===== src/rtl/nn_mem_ctrl.sv =====
// Load/compute sequencer: streams bits into weight banks then input bank 0, then hands both ports to compute.
// Optional feature: define NN_MEM_CTRL_PARITY_EN to build the running XOR (load_parity) of each load.
module nn_mem_ctrl #(
   parameter int W_ADDR_LEN = 20,
   parameter int X_ADDR_LEN = 10,
   parameter int W_SEL_LEN  = 2,
   parameter int X_SEL_LEN  = 2,
   parameter int W_DEPTH    = 10,
   parameter int X_DEPTH    = 8,
   parameter int N_W_BANKS  = 4
) (
   input  logic                  clk,
   input  logic                  rst,
   input  logic                  start,
   input  logic                  in_valid,
   input  logic                  in_data,
   output logic                  in_ready,
   output logic                  load_done,
   output logic                  busy,
   input  logic                  cmp_req,
   output logic                  cmp_gnt,
   input  logic [W_ADDR_LEN-1:0] cmp_w_addr,
   input  logic [W_SEL_LEN-1:0]  cmp_w_sel,
   input  logic                  cmp_w_we,
   input  logic [X_ADDR_LEN-1:0] cmp_x_addr,
   input  logic [X_SEL_LEN-1:0]  cmp_x_sel,
   input  logic                  cmp_x_we,
   input  logic                  cmp_data_in,
   output logic [W_ADDR_LEN-1:0] mem_w_addr,
   output logic [W_SEL_LEN-1:0]  mem_w_sel,
   output logic                  mem_w_we,
   output logic [X_ADDR_LEN-1:0] mem_x_addr,
   output logic [X_SEL_LEN-1:0]  mem_x_sel,
   output logic                  mem_x_we,
   output logic                  mem_data_in,
   output logic                  load_parity,
   output logic [2:0]            dbg_state
);

   localparam int CNT_W = (W_ADDR_LEN > X_ADDR_LEN) ? W_ADDR_LEN : X_ADDR_LEN;

   // Stream handshake: a beat is in_valid & in_ready at a rising edge; in_ready depends
   // only on the state, never on in_valid, and in_valid may drop between beats.
   typedef enum logic [2:0] {
      S_IDLE   = 3'd0,
      S_LOAD_W = 3'd1,
      S_LOAD_X = 3'd2,
      S_FLUSH  = 3'd3,
      S_READY  = 3'd4
   } state_t;

   state_t                state_q, state_d;
   logic [CNT_W-1:0]      addr_cnt_q, addr_cnt_d;
   logic [W_SEL_LEN-1:0]  bank_cnt_q, bank_cnt_d;
   logic [W_ADDR_LEN-1:0] ld_w_addr_q, ld_w_addr_d;
   logic [W_SEL_LEN-1:0]  ld_w_sel_q, ld_w_sel_d;
   logic                  ld_w_we_q, ld_w_we_d;
   logic [X_ADDR_LEN-1:0] ld_x_addr_q, ld_x_addr_d;
   logic [X_SEL_LEN-1:0]  ld_x_sel_q, ld_x_sel_d;
   logic                  ld_x_we_q, ld_x_we_d;
   logic                  ld_data_q, ld_data_d;
   logic                  load_done_q, load_done_d;
   logic                  start_load;
   logic                  beat;

   assign in_ready  = (state_q == S_LOAD_W) || (state_q == S_LOAD_X);
   assign busy      = in_ready || (state_q == S_FLUSH);
   assign cmp_gnt   = (state_q == S_READY);
   assign load_done = load_done_q;
   assign dbg_state = state_q;
   assign beat      = in_valid & in_ready;

   always_comb begin
      state_d     = state_q;
      addr_cnt_d  = addr_cnt_q;
      bank_cnt_d  = bank_cnt_q;
      ld_w_addr_d = ld_w_addr_q;
      ld_w_sel_d  = ld_w_sel_q;
      ld_w_we_d   = 1'b0;
      ld_x_addr_d = ld_x_addr_q;
      ld_x_sel_d  = ld_x_sel_q;
      ld_x_we_d   = 1'b0;
      ld_data_d   = ld_data_q;
      load_done_d = 1'b0;
      start_load  = 1'b0;
      case (state_q)
         S_IDLE:  start_load = start;
         S_READY: start_load = start & ~cmp_req;
         S_LOAD_W: begin
            if (beat) begin
               ld_w_we_d   = 1'b1;
               ld_w_addr_d = addr_cnt_q[W_ADDR_LEN-1:0];
               ld_w_sel_d  = bank_cnt_q;
               ld_data_d   = in_data;
               if (addr_cnt_q == CNT_W'(W_DEPTH - 1)) begin
                  addr_cnt_d = '0;
                  bank_cnt_d = bank_cnt_q + 1'b1;
                  if (bank_cnt_q == W_SEL_LEN'(N_W_BANKS - 1)) begin
                     state_d = S_LOAD_X;
                  end
               end else begin
                  addr_cnt_d = addr_cnt_q + 1'b1;
               end
            end
         end
         S_LOAD_X: begin
            if (beat) begin
               ld_x_we_d   = 1'b1;
               ld_x_addr_d = addr_cnt_q[X_ADDR_LEN-1:0];
               ld_x_sel_d  = '0;
               ld_data_d   = in_data;
               if (addr_cnt_q == CNT_W'(X_DEPTH - 1)) begin
                  addr_cnt_d = '0;
                  state_d    = S_FLUSH;
               end else begin
                  addr_cnt_d = addr_cnt_q + 1'b1;
               end
            end
         end
         S_FLUSH: begin
            // The last input-bank write is visible on the port during this cycle.
            state_d     = S_READY;
            load_done_d = 1'b1;
         end
         default: state_d = S_IDLE;
      endcase
      if (start_load) begin
         state_d    = S_LOAD_W;
         addr_cnt_d = '0;
         bank_cnt_d = '0;
      end
   end

   always_ff @(posedge clk or negedge rst) begin
      if (!rst) begin
         state_q     <= S_IDLE;
         addr_cnt_q  <= '0;
         bank_cnt_q  <= '0;
         ld_w_addr_q <= '0;
         ld_w_sel_q  <= '0;
         ld_w_we_q   <= 1'b0;
         ld_x_addr_q <= '0;
         ld_x_sel_q  <= '0;
         ld_x_we_q   <= 1'b0;
         ld_data_q   <= 1'b0;
         load_done_q <= 1'b0;
      end else begin
         state_q     <= state_d;
         addr_cnt_q  <= addr_cnt_d;
         bank_cnt_q  <= bank_cnt_d;
         ld_w_addr_q <= ld_w_addr_d;
         ld_w_sel_q  <= ld_w_sel_d;
         ld_w_we_q   <= ld_w_we_d;
         ld_x_addr_q <= ld_x_addr_d;
         ld_x_sel_q  <= ld_x_sel_d;
         ld_x_we_q   <= ld_x_we_d;
         ld_data_q   <= ld_data_d;
         load_done_q <= load_done_d;
      end
   end

   // Compute owns the memory ports combinationally only while READY.
   always_comb begin
      if (cmp_gnt) begin
         mem_w_addr  = cmp_w_addr;
         mem_w_sel   = cmp_w_sel;
         mem_w_we    = cmp_w_we;
         mem_x_addr  = cmp_x_addr;
         mem_x_sel   = cmp_x_sel;
         mem_x_we    = cmp_x_we;
         mem_data_in = cmp_data_in;
      end else begin
         mem_w_addr  = ld_w_addr_q;
         mem_w_sel   = ld_w_sel_q;
         mem_w_we    = ld_w_we_q;
         mem_x_addr  = ld_x_addr_q;
         mem_x_sel   = ld_x_sel_q;
         mem_x_we    = ld_x_we_q;
         mem_data_in = ld_data_q;
      end
   end

`ifdef NN_MEM_CTRL_PARITY_EN
   logic parity_q, parity_d;

   always_comb begin
      parity_d = parity_q;
      if (start_load) begin
         parity_d = 1'b0;
      end else if (beat) begin
         parity_d = parity_q ^ in_data;
      end
   end

   always_ff @(posedge clk or negedge rst) begin
      if (!rst) begin
         parity_q <= 1'b0;
      end else begin
         parity_q <= parity_d;
      end
   end

   assign load_parity = parity_q;
`else
   assign load_parity = 1'b0;
`endif

endmodule


===== config.mk =====
export PLATFORM = sky130hd
export DESIGN_NAME = nn_mem_ctrl
export DESIGN_NICKNAME = d
export VERILOG_FILES = /design/src/rtl/nn_mem_ctrl.sv
export SDC_FILE = /design/constraint.sdc
export NUM_CORES = 1
export LEC_CHECK = 0
export ABC_AREA = 1
export CELL_PAD_IN_SITES_DETAIL_PLACEMENT = 0
export CELL_PAD_IN_SITES_GLOBAL_PLACEMENT = 1
export CORE_UTILIZATION = 36
export CTS_BUF_LIST = sky130_fd_sc_hd__clkbuf_2 sky130_fd_sc_hd__clkbuf_4 sky130_fd_sc_hd__clkbuf_8
export CTS_CLUSTER_SIZE = 20
export DETAILED_ROUTE_END_ITERATION = 10
export PLACE_DENSITY = 0.8
export SYNTH_ARGS = -nofsm -noshare
export SYNTH_HDL_FRONTEND = slang
export SYNTH_SLANG_ARGS = --single-unit

===== constraint.sdc =====
create_clock -name clk -period 2.1 [get_ports clk]
set_input_delay 0.42 -clock clk [delete_from_list [all_inputs] [get_ports clk]]
set_output_delay 0.42 -clock clk [all_outputs]
set_load 0.01 [all_outputs]

Word-level counts from Yosys, hierarchy flattened. Index checks and enable logic that the tools add are counted.

Add/sub/neg operators: 2. Equality and inequality tests: 13. Muxes and demuxes: 29. Bitwise gates (word level): 3. Reductions and logical operators: 15.

Operators with widths (count): $mux 20 (6); $pmux 20 s2 (1); $add 20x1->20 const B (1); $eq 20x3->1 const B (1); $eq 20x4->1 const B (1); $mux 3 (6); $mux 2 (6); $pmux 3 s4 (1); $mux 10 (1); $ne 3x2->1 const B (3); $mux 1 (7); $eq 3x2->1 const B (2); $ne 3x3->1 const B (2); $reduce_and 2->1 (3); $reduce_and 3->1 (2); $reduce_and 6->1 (1); $reduce_bool 2->1 (3); $reduce_or 2->1 (2); $eq 3x1->1 const B (1); $eq 3x3->1 const B (1); $logic_not 3->1 (1); $reduce_bool 3->1 (1); $add 2x1->2 const B (1); $and 1x1->1 (2); other kinds (5) (6).

Flip-flop bits (word level): 61. Input port bits: 43. Output and inout bits: 45. Logic and storage cells: 72.

Logic depth before layout (Yosys ltp). Gate-level depths: netlist (run 1).

Word-level depth: 6. Depth in mapped cells: 11. Mapped depth without buffers: 11.

Worst setup path after synthesis (run 1). OpenSTA, ideal clock, no wires.

Kind: reg2out. Start: reg state_q[1], in the netlist dbg_state[1]. End: out mem_x_sel[0]. Arrival: 1371 ps. Required time: 1680 ps. Slack: 309 ps. Stages on the path, launching flop included: 7. Path buffers: 1. Path through: dfrtp_1 nor2_2 inv_1 nor2_4 inv_2 buf_2 nor2_1.

Longest elaborated chain between the ends: 2.

RTL lines: start: declaration (line 52) `state_t state_q, state_d;`; start signal: assignment (line 148) `state_q <= state_d;`; $eq 3x3->1 (line 68) `assign cmp_gnt = (state_q == S_READY);`; $mux 2 (line 164) `if (cmp_gnt) begin`; end: declaration (line 33) `output logic [X_SEL_LEN-1:0] mem_x_sel,`.

No other way between the ends.

Worst setup path after layout (run 1).
Start: reg state_q[1], in the netlist dbg_state[1]. End: out mem_w_addr[18].

Longest elaborated chain between the ends: 2.

RTL lines: $eq 3x3->1 (line 68); $mux 20 (line 164); end: declaration (line 29) `output logic [W_ADDR_LEN-1:0] mem_w_addr,`.

No other way between the ends.

==> qor.csv, run 1 <==
stage,metric,value,unit
timing,Tcrit/Tclk final,97.1,%
floorplanning,Ports,88,
timing,Tmin final,2.04,ns
critical_path,CP Class,register to output pin,
timing,unrepaired setup endpoints after global routing,yes,
power,power per cell area,1070,nW/um2
critical_path,Worst EP arrival,1.62,ns
placement,placed cell areas,4450,um2
yosys,Syn Std Cell Area,3430,um2
global_route,number of antenna violations at the first check in global routing,0,
clocking,H-tree levels,3,
route,DR WL/cell,12.0,um
route,DRC violations left,0,
yosys,syn nets,524,
outcome,outcome,finished clean,
route,drt total wl,8570,um
yosys,"Seq/Total Area, Yosys",44.5,%
floorplanning,die width,99.6,um
yosys,largest cells by area after synthesis,"dfrtp_1 (45%), nand2_1 (22%), o21ai_0 (5.7%), inv_1 (4.6%), nor2_1 (4.1%)",
yosys,Synth top area share,44.5,%
clocking,Clock Path Buffers,2,
job,max-cap violations,0,
global_route,Total GRT Usage,18.6,%
clocking,CTS root buffer,clkbuf_8,
timing,Max Slew Vio Count,0,
yosys,post-synthesis register bit count,61,
layout,most frequent cells in the layout,"nand2_1 (204), dfrtp_1 (61), clkdlybuf4s50_1 (45)",
placement,routability cong.,0.810,
power,Peak VDD IR,0.000464,V
clocking,clock insertion delay at the later pin of the skew report,0.34,ns
placement,placed insts,688,
timing,Setup TNS Final,0,ns
global_route,global-route wire length before repair,14500,um
critical_path,R2R Path End,addr_cnt_q[6],
critical_path,Crit Reg-Reg Startpoint,dbg_state[1],
floorplanning,DIE AREA,9920,um2
timing,clock skew,0.00559,ns
critical_path,end of the critical path,mem_w_addr[18],
yosys,post-synth cell types,30,
clocking,cts hold-fix bufs,0,
route,Vias/cell,4.54,
floorplanning,Initial Util,37.1,%
layout,layout cells sized above 1,16.6,%
placement,DP HPWL,6040,um
yosys,"Avg Cell Area, Syn",7.17,um2
layout,Final Instance Area,4630,um2
critical_path,crit-path max FO,13,
clocking,clock slew at reported path FFs,0.07,ns
timing,Final setup viols,0,
critical_path,CP Capture Type,output pin,
floorplanning,row cnt,35,
clocking,CTS tree,built,
critical_path,Critical Path RT,1.68,ns
timing,FMAX,490,MHz
floorplanning,Die Y,99.6,um
layout,"non-filler cells, final",712,
clocking,CTS buffer count,9,
route,first-iteration detailed-routing DRC count,115,
yosys,synth warn,0,
layout,nets@finish,624,
layout,"most common cell after layout, fill and taps aside",nand2_1,
yosys,Synth area leader,dfrtp_1,
global_route,total gr overflow,0,
clocking,clock sink total,61,
layout,P&R area growth vs syn,35.0,%
global_route,vias in the first global route,3072,
route,Detail Route Antenna Nets,0,
hold_path,Hold Path Class,primary input to async pin,
timing,Final Hold Fails,0,
critical_path,CP startpoint,dbg_state[1],
global_route,pin count of the biggest net entering global routing,62,
route,drt pass-1 iters,4,
critical_path,Register-to-Register Path Depth,12,
placement,worst slack at placement,-0.0588,ns
yosys,Mapped Cells,478,
placement,IO Port Bufs,86,
critical_path,R2R Setup Slk,0.26,ns
route,detailed-route via count,3231,
timing,final worst slack,0.0600,ns
floorplanning,core area,9240,um2
layout,antenna cells,0,
layout,# fillers,974,
critical_path,Critical Path Start Type,register,
power,leak pwr,0.00234,uW
[stage by stage]
stage | util (%) | hold slack, ns | total power, uW
finish | 50.1 | 0.0691 | 4970
global route | 50.1 | 0.0931 | 5360
CTS | 51.1 | 0.0878 | 5140
detailed placement | 48.2 | 0.458 | 4030
global placement | 48.2 | 0.458 | 4010
floorplan | - | 0.124 | 2930
[what timing repair did]
item,CTS,global route
buffers inserted,8,2
endpoints found under the setup margin,39,39
cloned,2,0
gates resized for setup,148,14
pin swaps,2,5
[final cells by class]
| class | instances | area [um2] | share of cell area (%) |
|---|---|---|---|
| inverter | 45 | 185 | 4.00 |
| sequential | 61 | 1530 | 33.0 |
| tap | 129 | 161 | 3.49 |
| clock inverter | 6 | 61.3 | 1.32 |
| multi-input combinational | 355 | 1640 | 35.4 |
| clock buffer | 10 | 138 | 2.97 |
| timing repair buffer | 106 | 920 | 19.9 |
[routing by layer]
metal | track usage [%] | up-vias | wire length [um]
met5 | 0 | - | 0
met4 | 4.41 | 0 | 72
met3 | 4.29 | 8 | 361
met2 | 30.7 | 66 | 3980
met1 | 24.7 | 1464 | 4160
li1 | - | 1693 | -
[registers in the layout, summed over array words and instances (netlist names)]
| name | count |
|---|---|
| addr_cnt_q | 20 |
| ld_w_addr_q | 20 |
| ld_x_addr_q | 10 |
| dbg_state | 3 |
| bank_cnt_q | 2 |
| ld_w_sel_q | 2 |
| ld_data_q | 1 |
| ld_w_we_q | 1 |
| ld_x_we_q | 1 |
| load_done | 1 |
[power breakdown]
| group | switching [uW] | leakage [uW] | total [uW] | internal [uW] |
|---|---|---|---|---|
| combinational | 1350 | 0.00141 | 2330 | 984 |
| clock | 482 | 0.000102 | 1060 | 578 |
| sequential | 159 | 0.000835 | 1570 | 1410 |
| total | 1990 | 0.00234 | 4970 | 2970 |
[cell families (layout without fill, tap and decap cells)]
family | count (synthesis) | count (layout) | synth area share, %
and+or+nand+nor | 297 | 297 | 36.8
muxes | 1 | 1 | 0.328
AOI/OAI and AO/OA | 44 | 44 | 7.04
xor gates and xnor gates | 9 | 9 | 2.30
DFF | 61 | 61 | 44.5
adders and majority gates | 3 | 3 | 1.10
other | 1 | 1 | 0.109
buffers and inverters | 62 | 167 | 7.81
[worst min-delay path by stage]
| stage | slack (ns) | start | end |
|---|---|---|---|
| 5_1_grt | 0.09 | rst | ld_w_addr_q[16] |
| 4_1_cts | 0.09 | rst | ld_w_addr_q[15] |
| 2_1_floorplan | 0.12 | rst | addr_cnt_q[0] |
| 6_report | 0.07 | rst | ld_w_addr_q[14] |
| 3_3_place_gp | 0.46 | rst | ld_w_addr_q[16] |
| 3_5_place_dp | 0.46 | rst | ld_w_addr_q[14] |
[worst max-delay path, stage by stage, from the launching register on]
cell and delay, ns:
dfrtp_1 0.39, nor2_2 0.13, inv_2 0.06, nor2_4 0.13
buf_4 0.22, nand2_1 0.07, nand2_1 0.07, clkdlybuf4s15_2 0.21
[cells in the mapped netlist]
| cell | instances |
|---|---|
| a21oi_2 | 1 |
| and2_1 | 2 |
| buf_12 | 1 |
| buf_2 | 9 |
| buf_4 | 2 |
| clkbuf_1 | 5 |
| conb_1 | 1 |
| dfrtp_1 | 61 |
| ha_1 | 3 |
| inv_1 | 42 |
| inv_2 | 3 |
| mux2_2 | 1 |
| nand2_1 | 205 |
| nand2_2 | 4 |
| nand2_4 | 1 |
| nand2_8 | 1 |
| nand3_1 | 20 |
| nand3_2 | 1 |
| nand3_4 | 1 |
| nand4_1 | 16 |
| nor2_1 | 37 |
| nor2_2 | 4 |
| nor2_4 | 1 |
| nor3_1 | 4 |
| o21ai_0 | 39 |
| o21ai_1 | 1 |
| o21ai_2 | 1 |
| o21ai_4 | 1 |
| o31ai_1 | 1 |
| xor2_1 | 9 |
No activity file was read; power rests on OpenSTA's default activity.
==> run 2, diff against run 1 <==
--- a/config.mk
+++ b/config.mk
@@ -13,6 +13,7 @@
 export CTS_CLUSTER_SIZE = 20
 export DETAILED_ROUTE_END_ITERATION = 10
 export PLACE_DENSITY = 0.8
+export SKIP_LAST_GASP = 1
 export SYNTH_ARGS = -nofsm -noshare
 export SYNTH_HDL_FRONTEND = slang
 export SYNTH_SLANG_ARGS = --single-unit
==> run 2 against run 1 <==
Sequential share of layout area shrank 0.11 points. Sequential power is essentially flat. Non-clock buffer count grew 1. Setup slack lost 0.075 ns. Critical path type unchanged. The flow now finishes with violations (setup timing). Core utilization grew 0.16 points. Highest routed layer unchanged.
==> qor.csv, run 2 (synthesis gave the netlist of run 1 again) <==
stage,metric,value,unit,change
outcome,outcome,"complete, but fails checks",,
outcome,failing checks,setup timing,,
timing,Tcrit/Tclk final,101,%,+3.6 points
critical_path,CP Capture Type,output pin,,
global_route,met2 usage,30.6,%,-0.11 points
floorplanning,core area,9240,um2,unchanged
clocking,Clock Path Buffers,2,,unchanged
clocking,clock insertion delay at the later pin of the skew report,0.34,ns,about the same
placement,IO Port Bufs,86,,unchanged
timing,Max Slew Vio Count,0,,unchanged
timing,Tmin final,2.11,ns,+0.0746 ns
global_route,grt peak-use layer,met2,,
critical_path,R2R Setup Slk,0.26,ns,about the same
floorplanning,die width,99.6,um,unchanged
timing,Setup TNS Final,-0.0146,ns,-0.0146 ns
layout,final core occ,50.3,%,+0.16 points
floorplanning,row cnt,35,,unchanged
placement,routability cong.,0.810,,unchanged
clocking,CTS root buffer,clkbuf_8,,
clocking,clock sink total,61,,unchanged
timing,Final Hold Fails,0,,unchanged
critical_path,Crit Reg-Reg Startpoint,dbg_state[1],,
timing,Fin Hold WS,0.0698,ns,+0.000681 ns
layout,P&R area growth vs syn,35.4,%,
timing,unrepaired setup endpoints after global routing,yes,,
clocking,clock slew at reported path FFs,0.07,ns,about the same
floorplanning,Initial Util,37.1,%,unchanged
global_route,global-route wire length before repair,14500,um,-0.38%
route,Detail Route Antenna Nets,0,,unchanged
clocking,H-tree levels,3,,unchanged
layout,antenna cells,0,,unchanged
critical_path,CP Class,register to output pin,,
layout,nets@finish,625,,+0.16%
layout,Final Instance Area,4640,um2,+0.32%
global_route,vias in the first global route,3068,,-0.13%
global_route,pin count of the biggest net entering global routing,62,,unchanged
clocking,CTS buffer count,9,,unchanged
route,DR WL/cell,12.0,um,-0.52%
power,power per cell area,1080,nW/um2,+0.49%
hold_path,Hold Path Class,primary input to async pin,,
route,drt pass-1 iters,4,,unchanged
route,Vias/cell,4.56,,+0.39%
layout,most frequent cells in the layout,"nand2_1 (203), dfrtp_1 (61), clkdlybuf4s50_1 (45)",,
clocking,CTS tree,built,,
route,drt total wl,8530,um,-0.39%
global_route,total gr overflow,0,,unchanged
global_route,Total GRT Usage,18.5,%,-0.076 points
power,leak pwr,0.00236,uW,+0.48%
timing,Final setup viols,1,,+1
route,DRC violations left,0,,unchanged
route,detailed-route via count,3248,,+0.53%
floorplanning,Die Y,99.6,um,unchanged
critical_path,Worst EP arrival,1.69,ns,+0.07 ns
clocking,cts hold-fix bufs,0,,unchanged
floorplanning,DIE AREA,9920,um2,unchanged
timing,FMAX,473,MHz,-3.5%
global_route,Global Route met1 Usage,24.6,%,-0.13 points
route,first-iteration detailed-routing DRC count,120,,+4.3%
placement,DP HPWL,6040,um,unchanged
critical_path,crit-path max FO,37,,+24
layout,layout cells sized above 1,16.8,%,+0.14 points
layout,"most common cell after layout, fill and taps aside",nand2_1,,
critical_path,Critical Path RT,1.68,ns,about the same
power,Peak VDD IR,0.000463,V,-0.26%
critical_path,R2R Path End,addr_cnt_q[6],,
layout,top flop regs,"addr_cnt_q x20, ld_w_addr_q x20, ld_x_addr_q x10",,
job,max-cap violations,0,,unchanged
timing,clock skew,0.00536,ns,-0.000233 ns
critical_path,Register-to-Register Path Depth,12,,unchanged
critical_path,Critical Path Start Type,register,,
placement,placed cell areas,4450,um2,unchanged
global_route,number of antenna violations at the first check in global routing,0,,unchanged
floorplanning,Ports,88,,unchanged
global_route,GR met3 Demand/Resource,4.29,%,unchanged
timing,final worst slack,-0.0146,ns,-0.0746 ns
==> run 2: cell count changes in the layout (fill, tap and decap cells not counted), sizes merged <==
cell	before	now
clkdlybuf4s15	6	5
dlygate4sd2	1	2
buf	51	52
==> run 2: area by class of cell <==
type / instances / area, um2
Fill cell: 976 / 4600
Multi-Input combinational cell: 355 / 1640
Sequential cell: 61 / 1530
Timing Repair Buffer: 107 / 932
Inverter: 45 / 185
Tap cell: 129 / 161
Clock buffer: 10 / 138
Clock inverter: 6 / 61.3
==> run 2: layer usage <==
metal  part of all wire, %  vias to the layer above
li1                      -                     1696
met1                    49                     1483
met2                    47                       62
met3                   3.9                        7
met4                  0.69                        0
met5                     0                        -
==> run 2: critical path: stages (launching register included) <==
cell and delay, ns:
dfrtp_1 0.39, nor2_2 0.14, inv_2 0.06, nor2_4 0.14, buf_6 0.16, inv_16 0.07
nand2_2 0.07, nand2_1 0.04, dlygate4sd2_1 0.27
==> run 2: power breakdown <==
| part | total, uW | leakage (uW) | switching, uW | internal, uW |
|---|---|---|---|---|
| combinational | 2370 | 0.00142 | 1350 | 1020 |
| clock | 1060 | 0.000102 | 481 | 578 |
| sequential | 1580 | 0.000835 | 162 | 1410 |
==> run 2: worst max path at each step <==
stage,from,end,slack (ns),cells after the start
after floorplan,dbg_state[1],mem_x_sel[0],0.31,6
after global placement,dbg_state[1],mem_w_addr[9],-0.03,7
after detailed placement,dbg_state[0],mem_x_addr[3],-0.06,7
after CTS,dbg_state[0],mem_x_addr[3],-0.12,9
after global routing,dbg_state[1],mem_x_addr[3],-0.11,8
final,dbg_state[1],mem_x_addr[3],-0.01,8
==> run 2: metrics by stage <==
| step | std cells | worst slack (ns) | power (uW) |
|---|---|---|---|
| after global placement | 688 | -0.0269 | 4010 |
| final | 713 | -0.0146 | 5010 |
| after CTS | 714 | -0.120 | 5200 |
| after global routing | 713 | -0.114 | 5410 |
| after detailed placement | 688 | -0.0588 | 4030 |
| after floorplan | 478 | 0.309 | 2930 |
==> run 2: timing repair <==
item	in CTS	in global routing
hold endpoints to repair	0	0
gates resized for setup	135	27
pin swaps	2	3
buffers inserted	8	2
setup endpoints to repair	39	39
cloned	2	0
